<file path="config.mk">
export PLATFORM = sky130hd
export DESIGN_NAME = instr_mem_loader
export DESIGN_NICKNAME = d
export VERILOG_FILES = /design/src/rtl/instr_mem_loader_pkg.sv /design/src/rtl/instr_mem_loader.sv
export SDC_FILE = /design/constraint.sdc
export NUM_CORES = 1
export LEC_CHECK = 0
export ABC_AREA = 1
export ABC_CLOCK_PERIOD_IN_PS = 2050
export CORE_MARGIN = 5
export CORE_UTILIZATION = 53
export CTS_BUF_LIST = sky130_fd_sc_hd__clkbuf_16
export CTS_CLUSTER_SIZE = 40
export DETAILED_ROUTE_END_ITERATION = 6
export GPL_TIMING_DRIVEN = 0
export HOLD_SLACK_MARGIN = 0.1
export PLACE_DENSITY_LB_ADDON = 0.12
export SLEW_MARGIN = 5
export SYNTH_ARGS = -nofsm -noshare
export SYNTH_HDL_FRONTEND = slang
export SYNTH_SLANG_ARGS = --single-unit
</file>
<file path="constraint.sdc">
create_clock -name clk -period 2.05 [get_ports clk]
set_input_delay 0.41 -clock clk [delete_from_list [all_inputs] [get_ports clk]]
set_output_delay 0.41 -clock clk [all_outputs]
set_load 0.01 [all_outputs]
</file>
<file path="src/rtl/instr_mem_loader_pkg.sv">
// Shared constants, state encoding and helpers for the UART-to-instruction-memory loader.
package instr_mem_loader_pkg;

  localparam int unsigned BYTES_PER_WORD = 4;
  localparam int unsigned NB_BYTE        = 8;
  localparam int unsigned NB_CNT         = 2;
  localparam logic [31:0] HALT_WORD_DEF  = 32'hFFFF_FFFF;

  typedef enum logic [1:0] {
    IDLE  = 2'd0,
    RECV  = 2'd1,
    WRITE = 2'd2,
    DONE  = 2'd3
  } state_e;

  // True when the byte being accepted completes a word.
  function automatic logic is_last_byte(input logic [NB_CNT-1:0] cnt);
    return cnt == NB_CNT'(BYTES_PER_WORD - 1);
  endfunction

endpackage

</file>
<file path="src/rtl/instr_mem_loader.sv">
// Assembles big-endian 32-bit words from a UART byte stream and writes them
// sequentially to instruction memory until a halt word or the end of memory.
module instr_mem_loader
  import instr_mem_loader_pkg::*;
#(
  parameter int unsigned          NB_DATA   = 32,
  parameter int unsigned          NB_ADDR   = 12,
  parameter logic [NB_DATA-1:0]   HALT_WORD = NB_DATA'(HALT_WORD_DEF)
) (
  input  logic               clk,
  input  logic               i_rst_n,
  input  logic               i_start,
  input  logic [7:0]         i_rx_data,
  input  logic               i_rx_valid,
  output logic               o_we,
  output logic [NB_DATA-1:0] o_data,
  output logic [NB_ADDR-1:0] o_addr,
  output logic               o_busy,
  output logic               o_done,
  output logic               o_overflow
);

  localparam logic [NB_ADDR-1:0] ADDR_STEP = NB_ADDR'(BYTES_PER_WORD);
  localparam logic [NB_ADDR-1:0] LAST_ADDR = ~NB_ADDR'(BYTES_PER_WORD - 1);

  state_e              r_state;
  state_e              w_state_nxt;
  logic [NB_CNT-1:0]   r_cnt;
  logic [NB_CNT-1:0]   w_cnt_nxt;
  logic [NB_DATA-1:0]  r_shift;
  logic [NB_DATA-1:0]  w_shift_nxt;
  logic [NB_DATA-1:0]  w_word;
  logic [NB_DATA-1:0]  w_data_nxt;
  logic [NB_ADDR-1:0]  w_addr_nxt;
  logic                w_we_nxt;
  logic                w_busy_nxt;
  logic                w_done_nxt;
  logic                w_ovf_nxt;

  // Incoming byte enters at the bottom; after four shifts the first byte sits in the MSBs.
  assign w_word = {r_shift[NB_DATA-NB_BYTE-1:0], i_rx_data};

  // Next-state, byte assembler and registered-output next values.
  always_comb begin
    w_state_nxt = r_state;
    w_cnt_nxt   = r_cnt;
    w_shift_nxt = r_shift;
    w_data_nxt  = o_data;
    w_addr_nxt  = o_addr;
    w_ovf_nxt   = o_overflow;
    w_we_nxt    = 1'b0;
    w_busy_nxt  = 1'b0;
    w_done_nxt  = 1'b0;

    case (r_state)
      IDLE: begin
        if (i_start) begin
          w_state_nxt = RECV;
          w_cnt_nxt   = '0;
          w_shift_nxt = '0;
          w_addr_nxt  = '0;
        end
      end

      RECV: begin
        if (i_rx_valid) begin
          w_shift_nxt = w_word;
          if (is_last_byte(r_cnt)) begin
            w_data_nxt  = w_word;
            w_cnt_nxt   = '0;
            w_state_nxt = WRITE;
          end else begin
            w_cnt_nxt = r_cnt + NB_CNT'(1);
          end
        end
      end

      WRITE: begin
        // A byte arriving during the write strobe starts the next word.
        if (i_rx_valid) begin
          w_shift_nxt = w_word;
          w_cnt_nxt   = NB_CNT'(1);
        end
        if (o_data == HALT_WORD) begin
          w_state_nxt = DONE;
        end else if (o_addr == LAST_ADDR) begin
          w_state_nxt = DONE;
          w_ovf_nxt   = 1'b1;
        end else begin
          w_state_nxt = RECV;
          w_addr_nxt  = o_addr + ADDR_STEP;
        end
      end

      DONE: begin
        if (i_start) begin
          w_state_nxt = RECV;
          w_cnt_nxt   = '0;
          w_shift_nxt = '0;
          w_addr_nxt  = '0;
          w_ovf_nxt   = 1'b0;
        end
      end

      default: begin
        w_state_nxt = IDLE;
      end
    endcase

    w_we_nxt   = (w_state_nxt == WRITE);
    w_busy_nxt = (w_state_nxt == RECV) || (w_state_nxt == WRITE);
    w_done_nxt = (w_state_nxt == DONE);
  end

  // State and registered outputs.
  always_ff @(posedge clk or negedge i_rst_n) begin
    if (!i_rst_n) begin
      r_state    <= IDLE;
      r_cnt      <= '0;
      r_shift    <= '0;
      o_we       <= 1'b0;
      o_data     <= '0;
      o_addr     <= '0;
      o_busy     <= 1'b0;
      o_done     <= 1'b0;
      o_overflow <= 1'b0;
    end else begin
      r_state    <= w_state_nxt;
      r_cnt      <= w_cnt_nxt;
      r_shift    <= w_shift_nxt;
      o_we       <= w_we_nxt;
      o_data     <= w_data_nxt;
      o_addr     <= w_addr_nxt;
      o_busy     <= w_busy_nxt;
      o_done     <= w_done_nxt;
      o_overflow <= w_ovf_nxt;
    end
  end

endmodule

</file>
==> impl_metrics.env <==
export IMPL_critPathTopFamily="buffers and inverters"
export IMPL_insertion_delay_ps=340
export IMPL_intPower_mw=3.99
export IMPL_htreeDepth=3
export IMPL_clk_path_buf_depth=2
export IMPL_grt_pass1_wl_mm=13.6
export IMPL_drc_errors=0
export IMPL_switching_share_pct=36.9
export IMPL_setup_violations_final=0
export IMPL_synth_main_ff_cell="dfrtp_1"
export IMPL_synth_area_leaders="dfrtp_1, nand2_1, inv_1, o21ai_0, o22ai_1"
export IMPL_grt_pass1_vias=2778
export IMPL_fin_crit_ps=1870
export IMPL_drive_gt1_share_pct=9.09
export IMPL_critical_path_class="flop to flop"
export IMPL_power_leakage_nw=2.05
export IMPL_crit_fanout=10
export IMPL_place_congestion=0.824
export IMPL_fin_ws_ps=177
export IMPL_required_ps=2260
export IMPL_cp_arrival_ps=2080
export IMPL_drt_wirelength_per_cell_um=14.6
export IMPL_slowest_delay_ps=430
export IMPL_area_delta_synth_final_pct=30.5
export IMPL_overflow=0
export IMPL_start_util_pct=54.4
export IMPL_synth_distinct_cells=28
export IMPL_p_comb_share_pct=38.5
export IMPL_yosys_warnings=0
export IMPL_share_seq_of_total_power_pct=36.9
export IMPL_vias_per_cell=5.25
export IMPL_final_common_cell="nand2_1"
export IMPL_hpwlAfterDp_mm=5.80
export IMPL_diodes=0
export IMPL_cp_slowest_cell="dfrtp_2"
export IMPL_clk_pin_slew_ps=60
export IMPL_antenna_found_initial=0
export IMPL_via_count=2944
export IMPL_power_switching_mw=2.33
export IMPL_crit_chain="inv_1 -> ha_4 -> inv_2 -> nor2_4 -> buf_4 -> a21oi_4 -> buf_2 -> o22ai_1"
export IMPL_rsz0062_at_grt="false"
export IMPL_core_area_sq_um=6350
export IMPL_synth_edf_count=0
export IMPL_synthesis_instances=406
export IMPL_cts_made_buffers=9
export IMPL_placed_area_sq_um=4150
export IMPL_io_buffers=57
export IMPL_die_w_um=90.7
export IMPL_async_reset_ff_share_pct=100
export IMPL_dr_pass1_iters=4
export IMPL_postSynthAreaPerCell_sq_um=8.51
export IMPL_groute_usage_overall_pct=20.6
export IMPL_start_kind="flop"
export IMPL_max_freq_mhz=534
export IMPL_fill_cells=489
export IMPL_drv_slew=0
export IMPL_post_route_period_util_pct=91.4
export IMPL_end_kind="flop"
export IMPL_power_density_nw_per_um2=1400
export IMPL_drtIter0Drc=142
export IMPL_clkPwrFrac_pct=24.6
export IMPL_crit_cells=8
export IMPL_ant_nets=0
export IMPL_peakVddDrop_v=0.000719
export IMPL_regToRegStartpoint="r_state[0]"
export IMPL_die_area_sq_um=8230
export IMPL_ff2ff_path_depth=8
export IMPL_yosys_area_top_type="dfrtp_1"
export IMPL_skew_ps=6.58
export IMPL_clock_sinks=74
export IMPL_dp_worst_setup_slack_ps=-198
export IMPL_final_cell_mix="nand2_1, dfrtp_1, inv_1"
export IMPL_ys_ff_latch=74
export IMPL_r2r_end="r_shift[22]"
export IMPL_final_setup_tns_ps=0
export IMPL_hold_viol_final=0
export IMPL_cp_num_buf_inv=4
export IMPL_ys_seq_area_share_pct=53.6
export IMPL_grt_max_degree=61
export IMPL_rrSetupSlack_ps=180
export IMPL_synth_area_sq_um=3450
export IMPL_final_area_sq_um=4510
export IMPL_die_y_um=90.7
export IMPL_cts_tree="done"
export IMPL_synth_top_cell_area_share_pct=53.6
export IMPL_cap_violations=0
export IMPL_nNetsFinal=500
export IMPL_io_pins=60
export IMPL_num_rows=29
export IMPL_hold_path_class="primary input to asynchronous set/reset pin"
export IMPL_status="completed"
export IMPL_root_buffer="clkbuf_16"
export IMPL_wl_mm=8.19
[cells in the mapped netlist, types with 2 or more instances]
cell,n
nand2_1,114
dfrtp_1,74
inv_1,59
o21ai_0,36
nor2_1,30
o22ai_1,24
nand3_1,10
ha_1,9
a21oi_1,7
nand4_1,7
buf_2,5
clkbuf_1,5
nand3_4,3
nor2_2,3
nor3_1,3
buf_4,2
inv_2,2
nor2_4,2
o21ai_1,2
[metal layers]
layer  vias to the layer above  GRT usage, %  wire length, um
li1                       1444             -                -
met1                      1412          29.3             3750
met5                         -             0                0
met4                         0          7.20               90
met3                        13          4.83              468
met2                        75          31.0             3870
[worst max path at each step]
stage | from | end | slack, ps
CTS | r_state[0] | o_busy | 30
detailed placement | r_state[0] | o_busy | -200
floorplan | r_state[0] | o_busy | 180
global route | r_state[0] | o_busy | 30
finish | r_state[0] | r_shift[22] | 180
global placement | i_rst_n | o_busy | -1920
[state kept, by name (all words and copies together) (netlist names)]
register,cells
o_data,32
o_overflow,1
o_done,1
o_addr,10
o_we,1
r_state,2
r_shift,24
r_cnt,2
o_busy,1
[area by class of cell]
class | instances | area [sq um] | area share (%)
Clock inverter | 7 | 71.3 | 1.58
Sequential cell | 74 | 1850 | 41.1
Buffer | 13 | 70.1 | 1.55
Multi-Input combinational cell | 259 | 1340 | 29.8
Tap cell | 77 | 96.3 | 2.14
Inverter | 61 | 229 | 5.08
Clock buffer | 9 | 225 | 5.00
Timing Repair Buffer | 61 | 621 | 13.8
[what timing repair did]
item	CTS	global route
endpoints found under the setup margin	3	3
hold endpoints to repair	14	0
pin swaps	0	2
hold buffers	1	0
resized for setup	3	3
setup buffers	0	2
[power groups by stage]
stage	registers (mW)	logic [mW]	clock network (mW)
final	2.33	2.44	1.55
after global routing	2.40	2.68	1.63
after CTS	2.33	2.39	1.56
after detailed placement	2.34	2.32	0
after global placement	2.33	2.25	0
after floorplan	2.40	1.19	0
[stage by stage]
step	power (mW)	cells	hold WS (ps)	util [%]
6_report	6.32	561	471	71.0
5_1_grt	6.72	561	496	71.0
4_1_cts	6.28	559	476	70.5
3_5_place_dp	4.66	542	288	65.4
3_3_place_gp	4.58	541	456	65.0
2_1_floorplan	3.59	407	114	-
[kinds of logic (layout without fill, tap and decap cells)]
family | after synthesis | in the layout | synth area share, %
DFF | 74 | 74 | 53.6
buffers and inverters | 74 | 151 | 8.66
and+or+nand+nor | 175 | 175 | 22.4
AOI/OAI and AO/OA | 73 | 73 | 12.0
adders and majority gates | 9 | 9 | 3.26
other | 1 | 2 | 0.109
Note: power is estimated with default switching activity, not from simulation.
